==> src/rtl/game_round_ctrl_pkg.sv <==
// Shared types and helpers for the game round sequencer.
package game_round_ctrl_pkg;

  typedef enum logic [2:0] {
    ST_IDLE,
    ST_GENERATE,
    ST_SETTLE,
    ST_SHOW,
    ST_RESULT,
    ST_GAME_OVER
  } state_t;

  localparam logic [1:0] LVL_BEGINNER     = 2'd0;
  localparam logic [1:0] LVL_INTERMEDIATE = 2'd1;
  localparam logic [1:0] LVL_ADVANCED     = 2'd2;
  localparam logic [1:0] LVL_BEGINNER_ALT = 2'd3;

  localparam logic [7:0] SCORE_MAX = 8'd255;

  // Response window length in ticks for a difficulty level.
  function automatic logic [7:0] win_ticks(input logic [1:0]  lvl,
                                           input int unsigned w_beg,
                                           input int unsigned w_int,
                                           input int unsigned w_adv);
    logic [7:0] w;
    case (lvl)
      LVL_INTERMEDIATE: w = 8'(w_int);
      LVL_ADVANCED:     w = 8'(w_adv);
      LVL_BEGINNER,
      LVL_BEGINNER_ALT: w = 8'(w_beg);
      default:          w = 8'(w_beg);
    endcase
    return w;
  endfunction

endpackage

==> src/rtl/game_round_ctrl_if.sv <==
// Game-side signal bundle between the sequencer and its environment.
interface game_round_ctrl_if;
  logic       Start;
  logic [1:0] Level;
  logic [3:0] Rand_Num;
  logic       Rand_Time_Out;
  logic [3:0] Guess;
  logic       Submit;
  logic       Rand_Enable;
  logic [3:0] Target;
  logic       Target_Valid;
  logic       Hit;
  logic       Miss;
  logic [7:0] Score;
  logic [1:0] Lives;
  logic       Game_Over;

  modport master (
    output Start, Level, Rand_Num, Rand_Time_Out, Guess, Submit,
    input  Rand_Enable, Target, Target_Valid, Hit, Miss, Score, Lives, Game_Over
  );

  modport slave (
    input  Start, Level, Rand_Num, Rand_Time_Out, Guess, Submit,
    output Rand_Enable, Target, Target_Valid, Hit, Miss, Score, Lives, Game_Over
  );
endinterface

==> src/rtl/game_round_ctrl_round_tick_prescaler.sv <==
// Response-window prescaler: one-cycle tick every TICK_DIV cycles while not cleared.
module round_tick_prescaler #(
  parameter int unsigned TICK_DIV = 50000000
) (
  input  logic Clock,
  input  logic Reset,
  input  logic i_clear,
  output logic o_tick
);
  localparam int unsigned CNT_W = (TICK_DIV > 1) ? $clog2(TICK_DIV) : 1;

  logic [CNT_W-1:0] r_cnt;
  logic             w_wrap;

  assign w_wrap = (r_cnt == CNT_W'(TICK_DIV - 1));
  assign o_tick = w_wrap && !i_clear;

  // Cycle counter, held at zero while cleared so counting starts on the first live cycle.
  always_ff @(posedge Clock or negedge Reset) begin
    if (!Reset)                r_cnt <= '0;
    else if (i_clear || w_wrap) r_cnt <= '0;
    else                        r_cnt <= r_cnt + CNT_W'(1);
  end
endmodule

==> src/rtl/game_round_ctrl.sv <==
// Round sequencer for the reaction/guess game.
// Optional macro REPEAT_REROLL_EN: reject a capture equal to the previous round's target.
module game_round_ctrl
  import game_round_ctrl_pkg::*;
#(
  parameter int unsigned GEN_CYCLES       = 5,
  parameter int unsigned TICK_DIV         = 50000000,
  parameter int unsigned WIN_BEGINNER     = 8,
  parameter int unsigned WIN_INTERMEDIATE = 5,
  parameter int unsigned WIN_ADVANCED     = 3,
  parameter int unsigned LIVES_INIT       = 3
) (
  input  logic            Clock,
  input  logic            Reset,
  game_round_ctrl_if.slave bus
);
  state_t     r_state, w_state_nxt;
  logic [1:0] r_level, w_level_nxt;
  logic [7:0] r_gen_cnt, w_gen_nxt;
  logic [7:0] r_win_cnt, w_win_nxt;
  logic [3:0] r_target, w_target_nxt;
  logic [7:0] r_score, w_score_nxt;
  logic [1:0] r_lives, w_lives_nxt;
  logic       r_hit, w_hit_nxt;
  logic       r_miss, w_miss_nxt;
  logic       r_rand_en, r_tval, r_game_over;
  logic       w_tick, w_expire, w_start, w_repeat, w_presc_clr;
  logic [7:0] w_win_len;

  assign w_start     = ((r_state == ST_IDLE) || (r_state == ST_GAME_OVER)) && bus.Start;
  assign w_win_len   = win_ticks(r_level, WIN_BEGINNER, WIN_INTERMEDIATE, WIN_ADVANCED);
  assign w_expire    = w_tick && (r_win_cnt == w_win_len - 8'd1);
  assign w_presc_clr = (r_state != ST_SHOW);

  round_tick_prescaler #(.TICK_DIV(TICK_DIV)) u_prescaler (
    .Clock   (Clock),
    .Reset   (Reset),
    .i_clear (w_presc_clr),
    .o_tick  (w_tick)
  );

`ifdef REPEAT_REROLL_EN
  logic r_have_prev;
  // Tracks whether r_target already holds a target from the current game.
  always_ff @(posedge Clock or negedge Reset) begin
    if (!Reset)       r_have_prev <= 1'b0;
    else if (w_start) r_have_prev <= 1'b0;
    else if ((r_state == ST_SETTLE) && bus.Rand_Time_Out && !w_repeat)
      r_have_prev <= 1'b1;
  end
  assign w_repeat = r_have_prev && (bus.Rand_Num == r_target);
`else
  assign w_repeat = 1'b0;
`endif

  // State register.
  always_ff @(posedge Clock or negedge Reset) begin
    if (!Reset) r_state <= ST_IDLE;
    else        r_state <= w_state_nxt;
  end

  // Next-state selection.
  always_comb begin
    w_state_nxt = r_state;
    case (r_state)
      ST_IDLE, ST_GAME_OVER: if (bus.Start) w_state_nxt = ST_GENERATE;
      ST_GENERATE:           if (r_gen_cnt == '0) w_state_nxt = ST_SETTLE;
      ST_SETTLE:             if (bus.Rand_Time_Out)
                               w_state_nxt = w_repeat ? ST_GENERATE : ST_SHOW;
      ST_SHOW:               if (bus.Submit || w_expire) w_state_nxt = ST_RESULT;
      ST_RESULT:             w_state_nxt = (r_lives == '0) ? ST_GAME_OVER : ST_GENERATE;
      default:               w_state_nxt = ST_IDLE;
    endcase
  end

  // Next values of counters and registered outputs; the generate counter counts down
  // so a reroll can reuse it by loading zero for a single extra enable cycle.
  always_comb begin
    w_level_nxt  = r_level;
    w_gen_nxt    = r_gen_cnt;
    w_win_nxt    = '0;
    w_target_nxt = r_target;
    w_score_nxt  = r_score;
    w_lives_nxt  = r_lives;
    w_hit_nxt    = 1'b0;
    w_miss_nxt   = 1'b0;
    case (r_state)
      ST_IDLE, ST_GAME_OVER: begin
        if (bus.Start) begin
          w_level_nxt = bus.Level;
          w_score_nxt = '0;
          w_lives_nxt = 2'(LIVES_INIT);
          w_gen_nxt   = 8'(GEN_CYCLES - 1);
        end
      end
      ST_GENERATE: begin
        if (r_gen_cnt != '0) w_gen_nxt = r_gen_cnt - 8'd1;
      end
      ST_SETTLE: begin
        if (bus.Rand_Time_Out) begin
          if (w_repeat) w_gen_nxt    = '0;
          else          w_target_nxt = bus.Rand_Num;
        end
      end
      ST_SHOW: begin
        w_win_nxt = w_tick ? (r_win_cnt + 8'd1) : r_win_cnt;
        if (bus.Submit) begin
          if (bus.Guess == r_target) begin
            w_hit_nxt = 1'b1;
            if (r_score != SCORE_MAX) w_score_nxt = r_score + 8'd1;
          end else begin
            w_miss_nxt = 1'b1;
            if (r_lives != '0) w_lives_nxt = r_lives - 2'd1;
          end
        end else if (w_expire) begin
          w_miss_nxt = 1'b1;
          if (r_lives != '0) w_lives_nxt = r_lives - 2'd1;
        end
      end
      ST_RESULT: begin
        if (r_lives != '0) w_gen_nxt = 8'(GEN_CYCLES - 1);
      end
      default: ;
    endcase
  end

  // Output and datapath registers; state-decoded outputs follow the next state.
  always_ff @(posedge Clock or negedge Reset) begin
    if (!Reset) begin
      r_level     <= '0;
      r_gen_cnt   <= '0;
      r_win_cnt   <= '0;
      r_target    <= '0;
      r_score     <= '0;
      r_lives     <= '0;
      r_hit       <= 1'b0;
      r_miss      <= 1'b0;
      r_rand_en   <= 1'b0;
      r_tval      <= 1'b0;
      r_game_over <= 1'b0;
    end else begin
      r_level     <= w_level_nxt;
      r_gen_cnt   <= w_gen_nxt;
      r_win_cnt   <= w_win_nxt;
      r_target    <= w_target_nxt;
      r_score     <= w_score_nxt;
      r_lives     <= w_lives_nxt;
      r_hit       <= w_hit_nxt;
      r_miss      <= w_miss_nxt;
      r_rand_en   <= (w_state_nxt == ST_GENERATE);
      r_tval      <= (w_state_nxt == ST_SHOW);
      r_game_over <= (w_state_nxt == ST_GAME_OVER);
    end
  end

  assign bus.Rand_Enable  = r_rand_en;
  assign bus.Target       = r_target;
  assign bus.Target_Valid = r_tval;
  assign bus.Hit          = r_hit;
  assign bus.Miss         = r_miss;
  assign bus.Score        = r_score;
  assign bus.Lives        = r_lives;
  assign bus.Game_Over    = r_game_over;
endmodule

==> src/flat_wrapper.sv <==
// flat-port wrapper written by rule: the top's interface ports become plain ports
module game_round_ctrl_flat import game_round_ctrl_pkg::*;
#(
  parameter int unsigned GEN_CYCLES       = 5,
  parameter int unsigned TICK_DIV         = 50000000,
  parameter int unsigned WIN_BEGINNER     = 8,
  parameter int unsigned WIN_INTERMEDIATE = 5,
  parameter int unsigned WIN_ADVANCED     = 3,
  parameter int unsigned LIVES_INIT       = 3
)
  (Clock, Reset, bus_Start, bus_Level, bus_Rand_Num, bus_Rand_Time_Out, bus_Guess, bus_Submit, bus_Rand_Enable, bus_Target, bus_Target_Valid, bus_Hit, bus_Miss, bus_Score, bus_Lives, bus_Game_Over);
  game_round_ctrl_if bus_i ();
  input  logic Clock;
  input  logic Reset;
  input wire logic [$bits(bus_i.Start)-1:0] bus_Start;
  input wire logic [$bits(bus_i.Level)-1:0] bus_Level;
  input wire logic [$bits(bus_i.Rand_Num)-1:0] bus_Rand_Num;
  input wire logic [$bits(bus_i.Rand_Time_Out)-1:0] bus_Rand_Time_Out;
  input wire logic [$bits(bus_i.Guess)-1:0] bus_Guess;
  input wire logic [$bits(bus_i.Submit)-1:0] bus_Submit;
  output wire logic [$bits(bus_i.Rand_Enable)-1:0] bus_Rand_Enable;
  output wire logic [$bits(bus_i.Target)-1:0] bus_Target;
  output wire logic [$bits(bus_i.Target_Valid)-1:0] bus_Target_Valid;
  output wire logic [$bits(bus_i.Hit)-1:0] bus_Hit;
  output wire logic [$bits(bus_i.Miss)-1:0] bus_Miss;
  output wire logic [$bits(bus_i.Score)-1:0] bus_Score;
  output wire logic [$bits(bus_i.Lives)-1:0] bus_Lives;
  output wire logic [$bits(bus_i.Game_Over)-1:0] bus_Game_Over;
  assign bus_i.Start = bus_Start;
  assign bus_i.Level = bus_Level;
  assign bus_i.Rand_Num = bus_Rand_Num;
  assign bus_i.Rand_Time_Out = bus_Rand_Time_Out;
  assign bus_i.Guess = bus_Guess;
  assign bus_i.Submit = bus_Submit;
  assign bus_Rand_Enable = bus_i.Rand_Enable;
  assign bus_Target = bus_i.Target;
  assign bus_Target_Valid = bus_i.Target_Valid;
  assign bus_Hit = bus_i.Hit;
  assign bus_Miss = bus_i.Miss;
  assign bus_Score = bus_i.Score;
  assign bus_Lives = bus_i.Lives;
  assign bus_Game_Over = bus_i.Game_Over;
  game_round_ctrl #(.GEN_CYCLES(GEN_CYCLES), .TICK_DIV(TICK_DIV), .WIN_BEGINNER(WIN_BEGINNER), .WIN_INTERMEDIATE(WIN_INTERMEDIATE), .WIN_ADVANCED(WIN_ADVANCED), .LIVES_INIT(LIVES_INIT)) u_core (.Clock(Clock), .Reset(Reset), .bus(bus_i));
endmodule
==> config.mk <==
export PLATFORM = sky130hd
export DESIGN_NAME = game_round_ctrl_flat
export DESIGN_NICKNAME = d
export VERILOG_FILES = /design/src/rtl/game_round_ctrl_pkg.sv /design/src/rtl/game_round_ctrl_if.sv /design/src/rtl/game_round_ctrl_round_tick_prescaler.sv /design/src/rtl/game_round_ctrl.sv /design/src/flat_wrapper.sv
export SDC_FILE = /design/constraint.sdc
export NUM_CORES = 1
export LEC_CHECK = 0
export ABC_AREA = 1
export CELL_PAD_IN_SITES_DETAIL_PLACEMENT = 0
export CELL_PAD_IN_SITES_GLOBAL_PLACEMENT = 1
export CORE_ASPECT_RATIO = 1.75
export CORE_MARGIN = 2
export CORE_UTILIZATION = 43
export CTS_CLUSTER_SIZE = 12
export DETAILED_ROUTE_END_ITERATION = 7
export PLACE_DENSITY = 0.85
export SYNTH_ARGS = -nofsm -noshare
export SYNTH_HDL_FRONTEND = slang
export SYNTH_HIERARCHICAL = 1
export SYNTH_SLANG_ARGS = --single-unit
==> constraint.sdc <==
create_clock -name Clock -period 2.85 [get_ports Clock]
set_clock_uncertainty 0.1 [all_clocks]
set_input_delay 0.855 -clock Clock [delete_from_list [all_inputs] [get_ports Clock]]
set_output_delay 0.855 -clock Clock [all_outputs]
set_load 0.01 [all_outputs]
==> results of run 1 <==
==> layout make-up <==
cell class                      count  area (um2)  share of cell area, %
Tap cell                          117       146.4                  3.216
Clock inverter                      2       10.01                 0.2199
Sequential cell                    66        1652                  36.28
Clock buffer                       14       274.0                  6.020
Multi-Input combinational cell    376        1882                  41.34
Inverter                           62       232.7                  5.113
Timing Repair Buffer               37       355.3                  7.806
==> metrics by stage <==
stage	total power [mW]	area (um2)
after floorplan	2.050	3810
after global placement	2.349	4268
after detailed placement	2.370	4268
after CTS	3.430	4552
after global routing	3.638	4552
final	3.387	4552
==> cells in the mapped netlist, drive strengths merged <==
cell type | number | area [um2]
or2 | 3 | 18.77
nand3 | 39 | 215.2
dfrtp | 66 | 1652
a31oi | 2 | 12.51
buf | 5 | 43.79
xor2 | 16 | 140.1
inv | 62 | 232.7
nor3b | 1 | 7.510
a21oi | 9 | 48.80
nand4 | 6 | 37.54
nand3b | 1 | 7.510
o21ai | 23 | 137.6
nand2 | 148 | 580.6
xnor2 | 7 | 61.31
nor3 | 8 | 50.05
o21bai | 1 | 7.510
mux2 | 2 | 22.52
nor2 | 100 | 415.4
o22ai | 1 | 6.260
ha | 9 | 112.6
==> worst paths after layout <==
check	to	from	slack [ns]
setup / recovery	u_core/r_win_cnt[6]	u_core/u_prescaler/r_cnt[16]	0.43
max in group asynchronous	u_core/u_prescaler/r_cnt[23]	Reset	1.75
min in group asynchronous	u_core/u_prescaler/r_cnt[11]	Reset	0.42
setup reg to reg	u_core/r_win_cnt[6]	u_core/u_prescaler/r_cnt[16]	0.43
hold reg to reg	u_core/r_gen_cnt[0]	u_core/r_gen_cnt[0]	0.41
hold / removal	u_core/r_gen_cnt[0]	u_core/r_gen_cnt[0]	0.41
==> power groups by stage <==
| stage | combinational [mW] | sequential (mW) | clock [mW] |
|---|---|---|---|
| floorplan | 0.823 | 1.23 | 0 |
| global placement | 1.13 | 1.22 | 0 |
| detailed placement | 1.15 | 1.22 | 0 |
| CTS | 1.15 | 1.21 | 1.07 |
| global route | 1.30 | 1.24 | 1.10 |
| finish | 1.13 | 1.21 | 1.04 |
==> kinds of logic (layout without fill, tap and decap cells) <==
kind of cell	after synthesis	in the layout	synth area share, %
xor gates and xnor gates	23	23	5.287
buffers and inverters	67	115	7.258
adders and majority gates	9	9	2.956
AOI/OAI and AO/OA	36	36	5.583
DFF	66	66	43.35
muxes	2	2	0.5911
and+or+nand+nor	306	306	34.98
==> state kept, by name (all words and copies together), names as in the netlist <==
| name | count |
|---|---|
| u_core/bus.Game_Over | 1 |
| u_core/bus.Hit | 1 |
| u_core/bus.Lives | 2 |
| u_core/bus.Miss | 1 |
| u_core/bus.Rand_Enable | 1 |
| u_core/bus.Score | 8 |
| u_core/bus.Target | 4 |
| u_core/bus.Target_Valid | 1 |
| u_core/r_gen_cnt | 8 |
| u_core/r_level | 2 |
| u_core/r_state | 3 |
| u_core/r_win_cnt | 8 |
| u_core/u_prescaler/r_cnt | 26 |
==> routing by layer <==
metal	vias up	GRT usage, %	wire, um	part of all wire, %
met5	-	0	0	0
met4	0	8.669	179	2.1
met3	10	3.289	210	2.5
met2	38	36.43	4798	56
met1	1513	20.93	3358	39
li1	1678	-	-	-
==> critical path, cell delays in order (launching register included) <==
cell,delay [ns]
dfrtp_1,0.42
inv_1,0.11
nand2_1,0.06
nor2_1,0.13
nand2_1,0.06
nor2_1,0.16
nand3_2,0.13
nor2_1,0.30
nand2_1,0.13
nor2_1,0.10
inv_1,0.07
nor2_1,0.17
nand2_1,0.08
nor2_1,0.12
o21ai_0,0.08
a21oi_1,0.12
==> placed cells by master (no fill, tap or decap), types with 10 or more instances in the layout <==
| cell type | instances |
|---|---|
| o21ai_0 | 13 |
| nand3_1 | 35 |
| nor2_1 | 88 |
| clkdlybuf4s50_1 | 32 |
| dfrtp_1 | 66 |
| nor2_2 | 10 |
| xor2_1 | 16 |
| inv_1 | 60 |
| nand2_1 | 140 |
==> results.sh, run 1 <==
export IMPL_status="finished clean"
export IMPL_drc=0
export IMPL_grt_pass1_wl_um=14430
export IMPL_start_kind="flip-flop"
export IMPL_setup_viol=0
export IMPL_grt_usage_pct=19.65
export IMPL_boundaryPins=34
export IMPL_avgSynthCellArea_um2=7.485
export IMPL_grt_max_degree=43
export IMPL_irDropWorstVdd_mv=0.6787
export IMPL_intPower_mw=2.171
export IMPL_rsz0062_at_grt="false"
export IMPL_clk_insertion_delay_late_ns=0.33
export IMPL_syn_nets=533
export IMPL_area_growth_pct=19.47
export IMPL_netlist_instances=509
export IMPL_die_x_um=75.16
export IMPL_crit_fanout=6
export IMPL_cp_data_required_time_ns=3.00
export IMPL_cp_end_kind="flip-flop"
export IMPL_fmax_ghz=0.4137
export IMPL_drv_slew=0
export IMPL_port_buffers=33
export IMPL_hold_class="reg2reg"
export IMPL_p_sw_mw=1.217
export IMPL_powerDensity_nw_per_um2=744.2
export IMPL_tightest_slew_ns=0.5603
export IMPL_power_leakage_nw=2.031
export IMPL_clockBufferDepth=2
export IMPL_finish_utilization_pct=52.50
export IMPL_arrival_ns=2.57
export IMPL_fin_crit_sh_pct=84.81
export IMPL_p_seq_share_pct=35.7
export IMPL_num_vias=3239
export IMPL_dieHeight_um=128.5
export IMPL_die_area_um2=9659
export IMPL_p_comb_share_pct=33.5
export IMPL_avgRoutedWirePerCell_um=12.68
export IMPL_synth_cell_types=31
export IMPL_slew_headroom_pct=62.65
export IMPL_timing_final_ws_setup_ns=0.4328
export IMPL_post_place_cells=658
export IMPL_htreeDepth=3
export IMPL_antenna_cells=0
export IMPL_crit_type="reg2reg"
export IMPL_fillCellCount=870
export IMPL_drt_total_wl_um=8547
export IMPL_hold_buffers=0
export IMPL_swShare_pct=35.92
export IMPL_coreArea_um2=8671
export IMPL_start_util_pct=43.94
export IMPL_stdcell_count=674
export IMPL_overflow=0
export IMPL_cts_resized=0
export IMPL_nets=576
export IMPL_syn_area_um2=3810
export IMPL_first_pass_iters=4
export IMPL_first_iter_violations=150
export IMPL_ys_warn_count=6
export IMPL_cts_made_buffers=9
export IMPL_pre_cts_slack_ns=0.3696
export IMPL_cts_tree="done"
export IMPL_ys_seq_area_share_pct=43.35
export IMPL_ant_nets=0
export IMPL_place_congestion=0.8089
export IMPL_cts_sinks=66
export IMPL_power_frac_clock_pct=30.8
export IMPL_hold_violations=0
export IMPL_cts_setup_buffers=0
export IMPL_rr_worst_depth=15
export IMPL_whs_path_depth=1
export IMPL_cts_root_buffer_cell="clkbuf_16"
export IMPL_dp_hpwl_um=6441
export IMPL_clk_pin_slew_ns=0.05
export IMPL_cap_violations=0
export IMPL_grt_pass1_vias=3207
export IMPL_drive_gt1_share_pct=10.59
export IMPL_period_minus_slack_ns=2.417
export IMPL_antenna_found_initial=0
export IMPL_num_rows=45
export IMPL_ys_ff_latch=66
export IMPL_tns_ns=0
export IMPL_whs_ns=0.4066
export IMPL_vias_per_cell=4.806
(Power assumes the default switching activity.)
==> inputs of run 2 (changes only) <==
--- a/config.mk
+++ b/config.mk
@@ -10,10 +10,10 @@
 export CELL_PAD_IN_SITES_GLOBAL_PLACEMENT = 1
 export CORE_ASPECT_RATIO = 1.75
 export CORE_MARGIN = 2
-export CORE_UTILIZATION = 43
+export CORE_UTILIZATION = 38
 export CTS_CLUSTER_SIZE = 12
 export DETAILED_ROUTE_END_ITERATION = 7
-export PLACE_DENSITY = 0.85
+export PLACE_DENSITY = 0.79
 export SYNTH_ARGS = -nofsm -noshare
 export SYNTH_HDL_FRONTEND = slang
 export SYNTH_HIERARCHICAL = 1
==> constraint.sdc (replaced) <==
create_clock -name Clock -period 2 [get_ports Clock]
set_clock_uncertainty 0.1 [all_clocks]
set_input_delay 0.6 -clock Clock [delete_from_list [all_inputs] [get_ports Clock]]
set_output_delay 0.6 -clock Clock [all_outputs]
set_load 0.01 [all_outputs]
==> run 2 against run 1 <==
Compared with the run above: the run now ends with setup timing left; flip-flop and latch count is the same; global-route usage shrank 0.48 points; non-clock buffer count grew 61; critical path type unchanged; largest cell class unchanged; critical endpoint unchanged; routed wire length grew 13%; sequential share of layout area shrank 4.2 points; highest routed layer unchanged; worst setup slack lost 0.66 ns; worst hold slack lost 0.21 ns; die area grew 13%; clock power grew 54%.
==> results.sh, run 2 (same netlist as run 1, synthesis figures left out) <==
export IMPL_status="finished, violations left"
export IMPL_violations="setup timing"
export IMPL_start_util_pct=38.92
export IMPL_slew_headroom_pct=69.36
export IMPL_num_rows=48
export IMPL_coreArea_um2=9789
export IMPL_grt_usage_pct=19.17
export IMPL_num_vias=3519
export IMPL_dieHeight_um=136.5
export IMPL_fmax_ghz=0.4494
export IMPL_cts_tree="done"
export IMPL_crit_type="reg2reg"
export IMPL_first_pass_iters=4
export IMPL_clockBufferDepth=2
export IMPL_final_common_cell="nand2_1"
export IMPL_clk_insertion_delay_late_ns=0.32
export IMPL_cp_end_kind="flip-flop"
export IMPL_arrival_ns=2.36
export IMPL_cp_data_required_time_ns=2.13
export IMPL_tns_ns=-0.6277
export IMPL_largest_register="u_core/u_prescaler/r_cnt"
export IMPL_seq_area_um2=1658
export IMPL_dp_hpwl_um=6915
export IMPL_p_comb_share_pct=35.6
export IMPL_rsz0062_at_grt="true"
export IMPL_crit_fanout=4
export IMPL_ant_nets=0
export IMPL_pre_cts_slack_ns=-0.2346
export IMPL_largest_reg_flops=26
export IMPL_port_buffers=33
export IMPL_r2r_slack_ns=-0.23
export IMPL_place_congestion=0.8993
export IMPL_irDropWorstVdd_mv=0.9131
export IMPL_overflow=0
export IMPL_hold_class="in2async"
export IMPL_fillCellCount=937
export IMPL_rr_worst_depth=15
export IMPL_cts_sinks=66
export IMPL_antenna_cells=0
export IMPL_clk_pin_slew_ns=0.05
export IMPL_vias_per_cell=4.743
export IMPL_hold_buffers=0
export IMPL_powerDensity_nw_per_um2=997.5
export IMPL_die_x_um=79.69
export IMPL_tightest_slew_ns=0.4562
export IMPL_htreeDepth=3
export IMPL_intPower_mw=3.338
export IMPL_first_iter_violations=130
export IMPL_drive_gt1_share_pct=23.50
export IMPL_hold_violations=0
export IMPL_multi_input_area_um2=1964
export IMPL_drt_total_wl_um=9672
export IMPL_power_frac_clock_pct=31.1
export IMPL_swShare_pct=35.18
export IMPL_drc=0
export IMPL_grt_max_degree=67
export IMPL_power_mw=5.150
export IMPL_crit_path_end="u_core/r_win_cnt[6]"
export IMPL_cts_made_buffers=9
export IMPL_nets=637
export IMPL_timing_final_ws_setup_ns=-0.2254
export IMPL_setup_viol=10
export IMPL_die_area_um2=10870
export IMPL_boundaryPins=34
export IMPL_cap_violations=0
export IMPL_power_leakage_nw=2.459
export IMPL_p_sw_mw=1.812
export IMPL_drv_slew=0
export IMPL_reg2reg_to="u_core/r_win_cnt[6]"
export IMPL_reg2reg_from="u_core/u_prescaler/r_cnt[18]"
export IMPL_area_growth_pct=35.50
export IMPL_period_minus_slack_ns=2.225
export IMPL_crit_start="u_core/u_prescaler/r_cnt[18]"
export IMPL_stdcell_count=742
export IMPL_avgRoutedWirePerCell_um=13.04
export IMPL_antenna_found_initial=0
export IMPL_cts_root_buffer_cell="clkbuf_16"
export IMPL_post_place_cells=711
export IMPL_grt_pass1_wl_um=16170
export IMPL_p_seq_share_pct=33.3
export IMPL_final_cell_mix="nand2_1 (135), nor2_1 (79), buf_4 (63)"
export IMPL_grt_pass1_vias=3655
export IMPL_start_kind="flip-flop"
export IMPL_fin_crit_sh_pct=111.3
==> run 2: changes by cell type in the layout (fill, tap and decap cells not counted), sizes merged <==
cell           change
buf               +61
bufinv             +1
clkbuf             -1
clkdlybuf4s50      -9
clkinv             -1
dlygate4sd2        +4
dlymetal6s2s       +5
==> run 2: area by class of cell <==
type	count	area share [%]
Clock inverter	2	0.6786
Clock buffer	13	5.235
Multi-Input combinational cell	376	38.05
Inverter	62	4.508
Sequential cell	66	32.11
Timing Repair Buffer	98	16.38
Tap cell	125	3.030
==> run 2: worst max-delay path: stages (launching register included) <==
cell and delay (ns):
dfrtp_1 0.39, inv_2 0.07, nand2_2 0.05, nor2_2 0.11
nand2_1 0.07, nor2_2 0.17, nand3_2 0.15, nor2_4 0.19
nand2_2 0.09, nor2_2 0.13, inv_2 0.06, nor2_4 0.12
nand2_1 0.07, nor2_2 0.14, o21ai_1 0.09, a21oi_1 0.15
==> run 2: timing repair <==
| action | CTS | global route |
|---|---|---|
| resized for setup | 20 | 21 |
| pin swaps | 1 | 10 |
| endpoints found under the setup margin | 15 | 21 |
| buffers inserted | 7 | 9 |
==> run 2: routing by layer <==
layer  share of wire, %  wire (um)  track usage, %
met1                 38       3648           19.64
met2                 58       5585           35.85
met3                2.7        259           3.652
met4                1.8        178           9.962
met5                  0          0               0
==> run 2: worst min-delay path by stage <==
| stage | from | to | slack [ns] | cells after the start |
|---|---|---|---|---|
| after floorplan | Reset | u_core/bus.Game_Over | 0.20 | 0 |
| after global placement | u_core/r_gen_cnt[0] | u_core/r_gen_cnt[0] | 0.39 | 1 |
| after detailed placement | u_core/r_gen_cnt[0] | u_core/r_gen_cnt[0] | 0.38 | 1 |
| after CTS | Reset | u_core/u_prescaler/r_cnt[12] | 0.21 | 2 |
| after global routing | Reset | u_core/u_prescaler/r_cnt[4] | 0.22 | 2 |
| final | Reset | u_core/u_prescaler/r_cnt[4] | 0.20 | 2 |
==> run 2: power groups by stage <==
| stage | clock, mW | combinational, mW | sequential [mW] |
|---|---|---|---|
| floorplan | 0 | 1.17 | 1.75 |
| global placement | 0 | 1.75 | 1.73 |
| detailed placement | 0 | 1.79 | 1.74 |
| CTS | 1.65 | 1.81 | 1.72 |
| global route | 1.70 | 2.08 | 1.74 |
| finish | 1.60 | 1.83 | 1.71 |
==> run 2: through the flow <==
step           instance area [um2]  utilization, %  hold WS, ns
3_3_place_gp                  4631           47.30       0.3867
3_5_place_dp                  4631           47.30       0.3826
4_1_cts                       5017           51.25       0.2076
5_1_grt                       5162           52.74       0.2169
6_report                      5162           52.74       0.1980
2_1_floorplan                 3812               -       0.2044
==> inputs of run 3 (changes only) <==
--- a/config.mk
+++ b/config.mk
@@ -10,10 +10,10 @@
 export CELL_PAD_IN_SITES_GLOBAL_PLACEMENT = 1
 export CORE_ASPECT_RATIO = 1.75
 export CORE_MARGIN = 2
-export CORE_UTILIZATION = 38
+export CORE_UTILIZATION = 31
 export CTS_CLUSTER_SIZE = 12
 export DETAILED_ROUTE_END_ITERATION = 7
-export PLACE_DENSITY = 0.79
+export PLACE_DENSITY = 0.68
 export SYNTH_ARGS = -nofsm -noshare
 export SYNTH_HDL_FRONTEND = slang
 export SYNTH_HIERARCHICAL = 1
==> run 3 against run 2 <==
Compared with the run above: the run now ends clean; non-clock buffer count down 6; utilization down 9.7 points; sequential share of layout area about the same; global-route usage is 3.3 points lower; combinational power hardly changed; via count is 1.3% lower; total power increased by 1.5%; cell area is essentially flat; first-iteration DRC count down 24%; critical path depth down 1; critical path type unchanged.
==> results.sh, run 3 (same netlist as run 1, synthesis figures left out) <==
export IMPL_nets=631
export IMPL_avgRoutedWirePerCell_um=12.39
export IMPL_seq_area_um2=1655
export IMPL_cts_tree="done"
export IMPL_hold_class="in2async"
export IMPL_die_x_um=87.80
export IMPL_drc=0
export IMPL_clk_insertion_delay_late_ns=0.33
export IMPL_grt_pass1_vias=3526
export IMPL_final_cell_area_um2=5161
export IMPL_reg2reg_to="u_core/r_win_cnt[7]"
export IMPL_status="finished clean"
export IMPL_die_area_um2=13230
export IMPL_crit_start="u_core/u_prescaler/r_cnt[16]"
export IMPL_tightest_slew_ns=0.4095
export IMPL_antenna_found_initial=0
export IMPL_largest_reg_flops=26
export IMPL_largest_register="u_core/u_prescaler/r_cnt"
export IMPL_power_leakage_nw=2.410
export IMPL_timing_final_ws_setup_ns=0.03904
export IMPL_final_common_cell="nand2_1"
export IMPL_fillCellCount=1249
export IMPL_clk_pin_slew_ns=0.06
export IMPL_placed_cell_area_um2=4736
export IMPL_grt_usage_pct=15.92
export IMPL_irDropWorstVdd_mv=0.6688
export IMPL_fmax_ghz=0.5100
export IMPL_cts_made_buffers=9
export IMPL_vias_per_cell=4.470
export IMPL_cp_data_required_time_ns=2.12
export IMPL_period_minus_slack_ns=1.961
export IMPL_first_iter_violations=99
export IMPL_rsz0062_at_grt="true"
export IMPL_boundaryPins=34
export IMPL_rr_worst_depth=14
export IMPL_setup_viol=0
export IMPL_ant_nets=0
export IMPL_fin_crit_sh_pct=98.05
export IMPL_start_kind="flip-flop"
export IMPL_coreArea_um2=12000
export IMPL_grt_pass1_wl_um=15970
export IMPL_hold_buffers=0
export IMPL_first_pass_iters=4
export IMPL_arrival_ns=2.08
export IMPL_port_buffers=33
export IMPL_crit_path_end="u_core/r_win_cnt[7]"
export IMPL_drt_total_wl_um=9625
export IMPL_cap_violations=0
export IMPL_start_util_pct=31.74
export IMPL_r2r_slack_ns=0.04
export IMPL_powerDensity_nw_per_um2=1013
export IMPL_drive_gt1_share_pct=21.57
export IMPL_power_mw=5.227
export IMPL_cts_sinks=66
export IMPL_reg2reg_from="u_core/u_prescaler/r_cnt[16]"
export IMPL_num_vias=3473
export IMPL_crit_type="reg2reg"
export IMPL_dp_hpwl_um=7464
export IMPL_crit_fanout=5
export IMPL_antenna_cells=0
export IMPL_grt_max_degree=32
export IMPL_drv_slew=0
export IMPL_pre_cts_slack_ns=-0.2514
export IMPL_clockBufferDepth=2
export IMPL_multi_input_area_um2=1948
export IMPL_num_rows=53
export IMPL_place_congestion=0.8718
export IMPL_slew_headroom_pct=72.49
export IMPL_cp_end_kind="flip-flop"
export IMPL_overflow=0
export IMPL_hold_violations=0
export IMPL_final_cell_mix="nand2_1 (135), nor2_1 (81), dfrtp_1 (63)"
export IMPL_dieHeight_um=150.7
export IMPL_area_growth_pct=35.47
export IMPL_htreeDepth=3
export IMPL_cts_root_buffer_cell="clkbuf_16"
## run 3: cell count changes in the layout (fill, tap and decap cells not counted), moves of 2 or more
cell,delta
buf_4,-7
dfrtp_1,+2
dfrtp_2,-2
clkbuf_8,-3
nor2_1,+2
dlymetal6s2s_1,-2
nor2_2,-3
## run 3: routing by layer
| metal | vias up | part of all wire [%] | global-route usage (%) |
|---|---|---|---|
| met3 | 18 | 3.0 | 3.783 |
| li1 | 1787 | - | - |
| met1 | 1614 | 38 | 15.34 |
| met4 | 0 | 3.2 | 7.077 |
| met2 | 54 | 56 | 30.76 |
| met5 | - | 0 | 0 |
## run 3: cell type report
cell class	count	area share, %
clock buffers	11	4.509
clock inverters	5	1.527
inverters	62	4.509
multi-input cells	376	37.75
flip-flops and latches	66	32.07
well taps	165	4.000
repair buffers	92	15.64
## run 3: timing repair
action	in CTS	in global routing
pin swaps	1	5
resized for setup	17	15
setup endpoints to repair	17	21
setup buffers	5	1
## run 3: how the worst min path moves through the flow
stage | end | startpoint | slack [ns] | cells past startpoint
floorplan | u_core/bus.Game_Over | Reset | 0.20 | 0
global placement | u_core/r_gen_cnt[0] | u_core/r_gen_cnt[0] | 0.38 | 1
detailed placement | u_core/r_gen_cnt[0] | u_core/r_gen_cnt[0] | 0.38 | 1
CTS | u_core/u_prescaler/r_cnt[22] | Reset | 0.08 | 1
global route | u_core/u_prescaler/r_cnt[22] | Reset | 0.08 | 1
finish | u_core/u_prescaler/r_cnt[22] | Reset | 0.07 | 1
## run 3: critical path: stages, from the launching register on
cell	delay [ns]
dfrtp_1	0.39
inv_2	0.07
nand2_2	0.06
nor2_4	0.09
nand2_2	0.07
nor2_4	0.11
nand3_2	0.11
nor2_4	0.15
nand2_2	0.10
nor3_4	0.22
nand2_2	0.10
nor2_2	0.12
nand3_1	0.07
nand2_1	0.06
nor2_1	0.04
## run 3: through the flow
stage | TNS, ns | hold slack, ns | utilization (%) | instances
final | 0 | 0.07346 | 43.00 | 777
after global routing | -0.4035 | 0.07903 | 43.00 | 777
after CTS | -0.04665 | 0.07713 | 42.55 | 776
after detailed placement | -2.678 | 0.3825 | 39.46 | 755
after global placement | -2.584 | 0.3753 | 39.46 | 755
after floorplan | 0 | 0.2044 | - | 509
## run 3: where the power goes
group	total (mW)	switching, mW	internal [mW]
combinational	1.84	1.09	0.746
sequential	1.71	0.162	1.55
clock	1.68	0.587	1.09
==> RTL change 1 (config.mk and constraints of run 2) <==
`TICK_DIV` is set to 50000000 in 3 places; all go to 100000000.
--- a/src/rtl/game_round_ctrl_round_tick_prescaler.sv
+++ b/src/rtl/game_round_ctrl_round_tick_prescaler.sv
@@ -2,3 +2,3 @@
 module round_tick_prescaler #(
-  parameter int unsigned TICK_DIV = 50000000
+  parameter int unsigned TICK_DIV = 100000000
 ) (
--- a/src/rtl/game_round_ctrl.sv
+++ b/src/rtl/game_round_ctrl.sv
@@ -6,3 +6,3 @@
   parameter int unsigned GEN_CYCLES       = 5,
-  parameter int unsigned TICK_DIV         = 50000000,
+  parameter int unsigned TICK_DIV         = 100000000,
   parameter int unsigned WIN_BEGINNER     = 8,
--- a/src/flat_wrapper.sv
+++ b/src/flat_wrapper.sv
@@ -4,3 +4,3 @@
   parameter int unsigned GEN_CYCLES       = 5,
-  parameter int unsigned TICK_DIV         = 50000000,
+  parameter int unsigned TICK_DIV         = 100000000,
   parameter int unsigned WIN_BEGINNER     = 8,
Check against the original RTL: same outputs for any inputs over 10 cycles, from zero or initial values and one cycle with Reset low; that may be too few to reach the edited logic, so the function may still have changed.
==> RTL change 1 against run 2 <==
Sequential cell count up 1; cell area decreased by 0.82%; worst setup slack better by 240 ps; power is 0.49% lower; wire length grew 1.3%; synthesized area increased by 0.26%; critical endpoint unchanged; largest cell class unchanged; largest power group unchanged.
==> RTL change 1: results (changes against run 2) <==
[logic_synthesis]
synth_top_area_share_pct=43.9  ; +0.54 points
synth_cell_types=29  ; -6.5%
yosysSeqAreaShare_pct=43.9  ; +0.54 points
yosys-top-cells-count=nand2_1, nor2_1, dfrtp_1
synth_nets=539  ; +1.1%
synth_area_leaders=dfrtp_1, nand2_1, nor2_1
postSynth.asyncResetShare_pct=100  ; unchanged
yosys_warnings=6  ; unchanged

[place]
hpwlAfterDp_um=7290  ; +5.4%
place_ws_ps=-217  ; +17.5 ps
portBuffers=33  ; unchanged
place_congestion=0.847  ; -5.9%

[global_route]
antenna_found_initial=0  ; unchanged
grt_max_degree=68  ; +1.5%
grt_pass1_vias=3596  ; -1.6%
grt_usage_pct=19.5  ; +0.36 points
grt_first_pass_wirelength_um=16200  ; about the same

[worst_setup_path]
worst-r2r-cell-count=15  ; unchanged
r2r-end=u_core/r_win_cnt[6]$_DFFE_PN0P_
slowest_stage=dfrtp_1
crit_fanout=4  ; unchanged
critPathMaxStageDelay_ps=400
r2r_start=u_core/u_prescaler/r_cnt[0]$_DFF_PN0_
arrival_ps=2150  ; -210 ps

[drt]
dr.pass1.iters=4  ; unchanged
ant_nets=0  ; unchanged
drt_iter0_markers=132  ; +1.5%
avgViaCountPerCell=4.78  ; +0.89%
wirelength_um=9800  ; +1.3%

[finish]
layout-drive-gt1-share_pct=21.2  ; -2.3 points
diodes=0  ; unchanged
fin_nets=637  ; unchanged
top_register=u_core/u_prescaler/r_cnt
largest_register_ffs=27  ; +3.8%

[cts]
cts.reportedPaths.clkPinSlew_ps=60
clock_latency_ps=340  ; +20 ps
root_buffer=clkbuf_16
clock_path_buffers=2  ; unchanged
cts_made_buffers=9  ; unchanged
post_cts_buffers=9  ; +2
cts_resized=11  ; -45%
cts_max_level=3  ; unchanged

[power]
switchingPower_mw=1.85  ; +2.3%
p_leak_nw=2.38  ; -3.4%
ir_drop_mv=0.803  ; -12%

[timing]
slew_headroom_pct=70.7  ; +1.3 points

[min_path]
hp-class=in -> async

[outcome]
status=complete, no violations

-- RTL change 1: cell count changes after synthesis, sizes merged, moves of 2 or more --
cell	run 2	this run
nand2	148	154
nor2	100	106
inv	62	58
nand4	6	4
o21bai	1	3
-- RTL change 1: cells by family after synthesis --
| group | count (synthesis) | share of synthesized area, % |
|---|---|---|
| DFF | 67 | 43.9 |
| xor gates and xnor gates | 23 | 5.27 |
| muxes | 2 | 0.590 |
| AOI/OAI and AO/OA | 38 | 5.96 |
| and+or+nand+nor | 315 | 34.8 |
| buffers and inverters | 63 | 6.85 |
| adders and majority gates | 8 | 2.62 |
-- RTL change 1: how the worst max path moves through the flow --
stage	from	slack, ps	end
after floorplan	u_core/u_prescaler/r_cnt[0]$_DFF_PN0_	20	u_core/r_win_cnt[6]$_DFFE_PN0P_
after global placement	bus_Guess[0]	-200	u_core/bus.Score[3]$_DFFE_PN0P_
after detailed placement	bus_Guess[2]	-220	u_core/bus.Score[3]$_DFFE_PN0P_
after CTS	u_core/u_prescaler/r_cnt[0]$_DFF_PN0_	-50	u_core/r_win_cnt[7]$_DFFE_PN0P_
after global routing	u_core/u_prescaler/r_cnt[0]$_DFF_PN0_	-130	u_core/r_win_cnt[6]$_DFFE_PN0P_
final	u_core/u_prescaler/r_cnt[0]$_DFF_PN0_	10	u_core/r_win_cnt[6]$_DFFE_PN0P_
-- RTL change 1: worst max-delay path, delay by kind of cell (launching register included) --
family	cells	cell delay (ps)
AND/OR/NAND/NOR	10	920
buffers and inverters	2	150
AO/OA/AOI/OAI	2	170
adder cells (fa/ha/maj)	1	170
flip-flops	1	400
-- RTL change 1: power by group through the flow --
stage               sequential, mW  combinational [mW]  clock [mW]
global route                  1.77                2.07        1.67
detailed placement            1.76                1.83           0
finish                        1.73                1.82        1.57
floorplan                     1.77                1.17           0
global placement              1.75                1.80           0
CTS                           1.74                1.84        1.62
-- RTL change 1: layer usage --
layer / track usage (%) / up-vias / wire (um)
met5: 0 / - / 0
met4: 11.4 / 0 / 452
met2: 37.6 / 78 / 5540
met1: 18.1 / 1654 / 3470
met3: 4.55 / 27 / 341
li1: - / 1801 / -
-- RTL change 1: area by class of cell --
cell class                      instances  area (sq um)
Timing Repair Buffer                   92           801
Fill cell                             969          4730
Clock buffer                            9           225
Inverter                               58           220
Clock inverter                          7          68.8
Tap cell                              125           156
Sequential cell                        67          1680
Multi-Input combinational cell        386          1970
-- RTL change 1: per-stage QoR --
step,hold WS (ps),cells,utilization [%],area [sq um]
2_1_floorplan,204,516,-,3850
3_5_place_dp,395,713,47.1,4640
3_3_place_gp,381,713,47.1,4640
4_1_cts,193,738,50.9,5010
5_1_grt,202,744,52.0,5120
6_report,179,744,52.0,5120
==> RTL change 2 (settings of run 2) <==
Made on the original files. Encoding of `state_t`: now Gray code (3 bits for 6 states).
--- a/src/rtl/game_round_ctrl_pkg.sv
+++ b/src/rtl/game_round_ctrl_pkg.sv
@@ -4,8 +4,8 @@
   typedef enum logic [2:0] {
-    ST_IDLE,
-    ST_GENERATE,
-    ST_SETTLE,
-    ST_SHOW,
-    ST_RESULT,
-    ST_GAME_OVER
+    ST_IDLE      = 3'b000,
+    ST_GENERATE  = 3'b001,
+    ST_SETTLE    = 3'b011,
+    ST_SHOW      = 3'b010,
+    ST_RESULT    = 3'b110,
+    ST_GAME_OVER = 3'b111
   } state_t;
Behaviour: no difference found for any inputs over 10 cycles, from zero or initial values and one cycle with Reset low; not proved beyond that.
==> RTL change 2 against run 2 <==
The flow still finishes with violations (setup timing); worst setup slack improved by 160 ps; hold slack got worse by 8.8 ps; critical path depth unchanged; power increased by 11%; combinational power increased by 20%; sequential cell count unchanged; wire length decreased by 4.4%; synthesized area increased by 2.1%; cell area increased by 2.5%; fmax increased by 7.5%; critical endpoint unchanged.
==> RTL change 2: results (changes against run 2) <==
[logic_synthesis]
synth_nets=537  ; +0.75%
synth_area_leaders=dfrtp_1, nand2_1, nor2_1
syn_inst=513  ; +0.79%
yosysSeqAreaShare_pct=42.4  ; -0.91 points
yosys_warnings=6  ; unchanged
synth_cell_types=32  ; +3.2%
yosys-top-cells-count=nand2_1, nor2_1, dfrtp_1

[finish]
n_clock_buffer=9  ; -4
layout-drive-gt1-share_pct=26.0  ; +2.5 points
fin_cells=747  ; +0.67%
design_area_sq_um=5290  ; +2.5%
diodes=0  ; unchanged
clk_share_pct=6.48  ; +0.57 points
multi_input_area_sq_um=2080  ; +5.9%
bufAreaShareNonClock_pct=15.6  ; -0.80 points
fin_nets=641  ; +0.63%
seq_cells=66  ; unchanged
seq_share_pct=31.3  ; -0.85 points
inverters_excl_clock=62  ; unchanged
multi_input_cells=381  ; +1.3%
fillers=965  ; +3.0%
buffers=97  ; -1.0%
top_register=u_core/u_prescaler/r_cnt

[outcome]
violations=setup timing
status=finished, violations left

[timing]
setup_violations=2  ; -8
tns_ps=-90.0  ; +538 ps
slew_headroom_pct=76.0  ; +6.6 points
timing.final.ws_setup_ps=-69.4  ; +156 ps

[worst_setup_path]
critPathMaxStageDelay_ps=390  ; about the same
arrival_ps=2190  ; -170 ps
slowest_stage=dfrtp_1
crit_fanout=4  ; unchanged

[place]
hpwlAfterDp_um=6710  ; -3.0%
placedInstanceArea_sq_um=4700  ; +1.5%
dp_cells=713  ; +0.28%
place_ws_ps=-272  ; -37.0 ps
place_congestion=0.857  ; -4.7%

[power]
p_sw_share_pct=36.9  ; +1.7 points
p_seq_mw=1.73
ir_drop_mv=0.755  ; -17%
p_leak_nw=2.47  ; +0.28%
p_comb_mw=2.19  ; +20%
combPwrFrac_pct=38.2  ; +2.6 points

[cts]
cts_max_level=3  ; unchanged
root_buffer=clkbuf_16
clock_latency_ps=330

[drt]
routedWlPerCell_um=12.4  ; -5.1%
num_vias=3524  ; +0.14%
dr.pass1.iters=4  ; unchanged
drt_iter0_markers=124  ; -4.6%

[global_route]
grt_usage_pct=18.2  ; -0.95 points
grt_first_pass_wirelength_um=15400  ; -4.8%
grt_max_degree=67  ; unchanged
grt_pass1_vias=3510  ; -4.0%

[die]
taps=125  ; unchanged

==> RTL change 2: cell count changes after synthesis, sizes merged, moves of 2 or more <==
cell / change
a21oi: +4
nor3: -4
xor2: +2
a31oi: -2
nor2: +4
==> RTL change 2: final timing paths <==
check                                                       start  slack [ps]  cells past startpoint                                    end
max in group asynchronous                                   Reset        1310                      2        u_core/bus.Score[5]$_DFFE_PN0P_
max reg2reg                u_core/u_prescaler/r_cnt[16]$_DFF_PN0_         -70                     15        u_core/r_win_cnt[6]$_DFFE_PN0P_
min reg2reg                       u_core/bus.Lives[1]$_DFFE_PN0P_         400                      2        u_core/bus.Lives[1]$_DFFE_PN0P_
min                                                         Reset         190                      2  u_core/u_prescaler/r_cnt[6]$_DFF_PN0_
min in group Clock                u_core/bus.Lives[1]$_DFFE_PN0P_         400                      2        u_core/bus.Lives[1]$_DFFE_PN0P_
max                        u_core/u_prescaler/r_cnt[16]$_DFF_PN0_         -70                     15        u_core/r_win_cnt[6]$_DFFE_PN0P_
==> RTL change 2: cell families after synthesis <==
logic type	after synthesis	share of synthesized area [%]
multiplexers	2	0.579
buffers and inverters	67	7.36
AND/OR/NAND/NOR	306	35.3
flip-flops	66	42.4
AO/OA/AOI/OAI	39	6.01
XOR/XNOR	24	5.40
adder cells (fa/ha/maj)	9	2.89
==> RTL change 2: per-layer routing <==
| metal | vias up | part of all wire [%] | track usage (%) |
|---|---|---|---|
| li1 | 1813 | - | - |
| met1 | 1637 | 39 | 18.8 |
| met2 | 60 | 56 | 34.0 |
| met3 | 14 | 3.1 | 4.43 |
| met4 | 0 | 2.3 | 8.10 |
| met5 | - | 0 | 0 |
==> RTL change 2: timing repair <==
item                       CTS  global route
hold buffers                 0             0
pin swaps                    8            11
gates cloned                 0             1
setup endpoints to repair   15            15
buffers inserted            16             2
resized for setup           15            28
